File: src/rtl/fetch_unit.sv
// Instruction fetch stage: PC sequencing, one-cycle fetch into an instruction
// register, branch squash, halt detection and a saturating retire counter.
module fetch_unit #(
    parameter int                 PC_W      = 10,
    parameter int                 INSTR_W   = 9,
    parameter logic [INSTR_W-1:0] HALT_WORD = 9'h1FF
) (
    input  logic               clk,
    input  logic               reset,
    input  logic               start,
    input  logic [PC_W-1:0]    start_addr,
    input  logic               stall,
    input  logic               branch_taken,
    input  logic [PC_W-1:0]    branch_target,
    output logic [PC_W-1:0]    imem_addr,
    input  logic [INSTR_W-1:0] imem_data,
    output logic [2:0]         opcode,
    output logic [2:0]         typeselect,
    output logic [2:0]         operand,
    output logic               instr_valid,
    output logic [PC_W-1:0]    pc_out,
    output logic               done,
    output logic [15:0]        instr_count
);

    typedef enum logic [1:0] {S_IDLE, S_RUN, S_DONE} state_t;

    state_t              state_reg, state_next;
    logic [PC_W-1:0]     pc_reg, pc_next;
    logic [INSTR_W-1:0]  instr_reg, instr_next;
    logic [PC_W-1:0]     pc_out_reg, pc_out_next;
    logic                valid_reg, valid_next;
    logic [15:0]         count_reg, count_next;

    always_ff @(posedge clk or posedge reset) begin
        if (reset) begin
            state_reg  <= S_IDLE;
            pc_reg     <= '0;
            instr_reg  <= '0;
            pc_out_reg <= '0;
            valid_reg  <= 1'b0;
            count_reg  <= '0;
        end else begin
            state_reg  <= state_next;
            pc_reg     <= pc_next;
            instr_reg  <= instr_next;
            pc_out_reg <= pc_out_next;
            valid_reg  <= valid_next;
            count_reg  <= count_next;
        end
    end

    always_comb begin
        state_next  = state_reg;
        pc_next     = pc_reg;
        instr_next  = instr_reg;
        pc_out_next = pc_out_reg;
        valid_next  = valid_reg;
        count_next  = count_reg;
        case (state_reg)
            S_IDLE, S_DONE: begin
                if (start) begin
                    state_next = S_RUN;
                    pc_next    = start_addr;
                    valid_next = 1'b0;
                    count_next = '0;
                end
            end
            S_RUN: begin
                if (!stall) begin
                    if (valid_reg && instr_reg == HALT_WORD) begin
                        // Halt retires without counting and freezes the PC.
                        state_next = S_DONE;
                        valid_next = 1'b0;
                    end else begin
                        if (valid_reg && count_reg != 16'hFFFF)
                            count_next = count_reg + 16'd1;
                        if (valid_reg && branch_taken) begin
                            // Drop the fetch already in flight behind the branch.
                            pc_next    = branch_target;
                            valid_next = 1'b0;
                        end else begin
                            instr_next  = imem_data;
                            pc_out_next = pc_reg;
                            valid_next  = 1'b1;
                            pc_next     = pc_reg + 1'b1;
                        end
                    end
                end
            end
            default: state_next = S_IDLE;
        endcase
    end

    assign imem_addr   = pc_reg;
    assign opcode      = instr_reg[INSTR_W-1 -: 3];
    assign typeselect  = instr_reg[INSTR_W-4 -: 3];
    assign operand     = instr_reg[2:0];
    assign instr_valid = valid_reg;
    assign pc_out      = pc_out_reg;
    assign done        = (state_reg == S_DONE);
    assign instr_count = count_reg;

endmodule

File: config.mk
export PLATFORM = sky130hd
export DESIGN_NAME = fetch_unit
export DESIGN_NICKNAME = d
export VERILOG_FILES = /design/src/rtl/fetch_unit.sv
export SDC_FILE = /design/constraint.sdc
export NUM_CORES = 1
export LEC_CHECK = 0
export ABC_AREA = 1
export CAP_MARGIN = 5
export CORE_UTILIZATION = 31
export CTS_BUF_LIST = sky130_fd_sc_hd__clkbuf_16
export DETAILED_ROUTE_END_ITERATION = 6
export SYNTH_ARGS = -nofsm -noshare
export SYNTH_HDL_FRONTEND = slang
export SYNTH_SLANG_ARGS = --single-unit
export TNS_END_PERCENT = 20
File: constraint.sdc
create_clock -name clk -period 1.74 [get_ports clk]
set_input_delay 0.522 -clock clk [delete_from_list [all_inputs] [get_ports clk]]
set_output_delay 0.522 -clock clk [all_outputs]
set_load 0.005 [all_outputs]
==> key figures <==
Setup path
  – Crit-path max cell delay: 0.50 ns
  – Crit path DAT: 1.18 ns
  – CP max stage cell: clkdlybuf4s50_1
  – Bufs and invs on worst path: 1
  – Worst r2r path cells: 10
  – Startpoint types: flop
  – Worst path required time: 1.22 ns
  – Worst reg2reg path startpoint: instr_count[0]$_DFFE_PP0P_
  – Worst path depth: 1
  – R2r setup slk: 0.11 ns
  – Cell family with most CP delay: buffers and inverters
  – Crit end category: output port
  – CP Class: reg2out
  – Worst-path fanout max: 2
  – RR Endpoint: instr_count[14]$_DFFE_PP0P_
  – Crit path cell chain: clkdlybuf4s50_1

Global route
  – Largest net degree at the start of global routing: 49
  – Vias in the first global route: 2,821
  – Congestion Overflow GR: 0
  – First-pass GRT wire length: 13,900 µm
  – Initial antenna violation count: 0
  – GRT Overall Usage: 0.184

Power and ir drop
  – Internal: 2.49 mW
  – Leakage: 2.17 nW
  – Clock Power Share: 0.263
  – Power Density: 884 mW/mm²
  – Comb pwr share: 0.330
  – Sequential Power Share: 0.407
  – Peak VDD IR: 0.390 mV
  – Switching Fraction: 0.316
  – Power Total: 3.64 mW
  – Switching pwr: 1.15 mW

Yosys
  – Ys flop type: dfrtp_1
  – Yosys warning count: 0
  – Leading area contributor after synthesis: dfrtp_1
  – Post-synth EDFFs: 0
  – Top-count cell post-synth: nand2_1
  – Xor/xnor share of the synthesized area: 0
  – Post-Synth Simple-Gate Area: 0.368
  – Number of distinct library cells after synthesis: 27
  – Compound-Gate Fraction of Synth Area: 0.107
  – Yosys reg bits: 48
  – Sequential area share after synthesis: 0.423
  – Share of the synthesized area in the top cell type: 0.423
  – Post-Synth Adder-Cell Area: 0.00882
  – Largest family of logic cells by synthesized area: simple AND/OR/NAND/NOR gates
  – Cell area after synthesis: 0.00284 mm²
  – Syn nets: 458
  – Synth Instances: 422
  – Largest cells by area after synthesis: dfrtp_1 (42%), nand2_1 (20%), nor2_1 (8.3%)
  – Mux cell area share after synthesis: 0
  – Async SR Flop Fraction: 1.00
  – Avg Cell Area, Syn: 6.72 µm²
  – Post-synth top cells: nand2_1 (150), nor2_1 (63), dfrtp_1 (48)

Drt
  – Initial DRC count: 136
  – Via density: 4.71
  – DRT Wirelength: 8160 µm
  – Drt wl/cell: 12.8 µm
  – Antenna Nets Post-Route: 0
  – Drt first pass iters: 6
  – DRC: 12
  – DR vias: 2,991

Final layout
  – Post-layout util: 0.467
  – Max reg flops: 16
  – Area grow syn2layout: 45.1%
  – Share of cells above drive strength 1: 0.118
  – Fin area: 0.00412 mm²
  – Antenna cell count: 0
  – Layout Nets: 563

STA
  – Final Setup Violations: 0
  – Fin crit share: 0.979
  – Final WS setup: 0.0360 ns
  – WHS: 0.489 ns
  – Fmax: 0.587 GHz
  – Minimum clock period: 1.70 ns
  – RSZ-0062 raised after global routing: yes
  – Worst Tran Pin Value: 0.384 ns
  – Clk_skew: 0.00583 ns
  – Hold Vio Cnt, Final: 0
  – Slew Viols, Final: 0
  – Rel. slew slack: 0.744

Clock tree
  – CTS tree: done
  – Max clock buf depth: 2
  – Clock-pin slew on the worst setup and hold paths: 0.07 ns
  – Clk_lat worst skew: 0.29 ns
  – Inserted Clock Buffers: 5
  – Root Buffer: clkbuf_16
  – H-tree levels: 2
  – Clk sinks: 48

Outcome
  – Status: finished, violations left
  – Failing checks: design-rule violations

Floorplanning
  – Die Footprint: 0.00954 mm²
  – Num rows: 34
  – IO Count: 81
  – Die Y: 97.7 µm
  – Initial Utilization: 0.322
  – Die width: 97.7 µm
  – Core area: 0.00881 mm²

Job
  – Max Cap Viol: 0

Worst hold path
  – Worst Hold Class: reg2reg
  – Hold path startpoint: pc_out[3]$_DFFE_PP0P_
  – Worst Hold Path EP: pc_out[3]$_DFFE_PP0P_
  – Hold Path Stages: 2

Placement
  – GP Congestion: 0.881
  – Hpwl dp: 5850 µm
  – Placed cell areas: 0.00390 mm²
  – Port buffer count: 80
  – Place WS: -0.365 ns
[worst max path at each step]
stage,to,from,slack [ns]
CTS,instr_count[2],instr_count[2]$_DFFE_PP0P_,-0.01
detailed placement,instr_count[12]$_DFFE_PP0P_,start,-0.36
floorplan,imem_addr[0]$_DFFE_PP0P_,reset,0.07
global route,imem_addr[1]$_DFFE_PP0P_,state_reg[1]$_DFFE_PP0P_,-0.02
finish,instr_valid,instr_valid$_DFFE_PP0P_,0.04
global placement,instr_count[13]$_DFFE_PP0P_,start,-0.33
[worst min-delay path: stages, from the launching register on]
cell and delay, ns:
dfrtp_1 0.35, nand2_1 0.05, o21ai_0 0.06
[cell type report]
| class | count | area (µm²) |
|---|---|---|
| Fill cell | 892 | 4690 |
| Multi-Input combinational cell | 313 | 1380 |
| Sequential cell | 48 | 1210 |
| Timing Repair Buffer | 111 | 1070 |
| Inverter | 48 | 184 |
| Tap cell | 108 | 135 |
| Clock buffer | 5 | 125 |
| Clock inverter | 2 | 12.5 |
[logic make-up after synthesis]
kind of cell	count (synthesis)
and+or+nand+nor	253
buffers and inverters	61
AOI/OAI and AO/OA	58
DFF	48
adders and majority gates	2
[placed cells by master (no fill, tap or decap), drive strengths merged, types with 2 or more instances in the layout]
cell / count
clkbuf: 5
clkinvlp: 2
nand4: 6
ha: 2
a21oi: 8
buf: 31
o21bai: 2
nor2: 65
dlygate4sd2: 22
o21ai: 46
clkdlybuf4s50: 53
nand2: 154
dfrtp: 48
dlymetal6s2s: 5
nand3: 26
inv: 47
[stage by stage]
stage	cells	setup TNS [ns]
3_3_place_gp	618	-6.13
5_1_grt	635	-0.0387
3_5_place_dp	618	-7.34
2_1_floorplan	422	0
4_1_cts	631	-0.0130
6_report	635	0
[power by group through the flow]
| stage | sequential [mW] | combinational, mW | clock [mW] |
|---|---|---|---|
| floorplan | 1.53 | 0.470 | 0 |
| global placement | 1.52 | 1.18 | 0 |
| detailed placement | 1.52 | 1.19 | 0 |
| CTS | 1.50 | 1.19 | 0.980 |
| global route | 1.52 | 1.35 | 1.03 |
| finish | 1.48 | 1.20 | 0.956 |
[routing by layer]
metal,vias to the layer above,track usage,wire (µm)
met5,-,0,0
met4,0,0.0513,90
met3,8,0.0381,492
met2,80,0.300,3860
met1,1370,0.246,3720
li1,1533,-,-
[what timing repair did]
| action | in CTS | in global routing |
|---|---|---|
| resized for setup | 31 | 7 |
| hold endpoints to repair | 0 | 0 |
| setup buffers | 6 | 4 |
| hold buffers | 0 | 0 |
| setup endpoints to repair | 32 | 23 |
(Power assumes the default switching activity.)
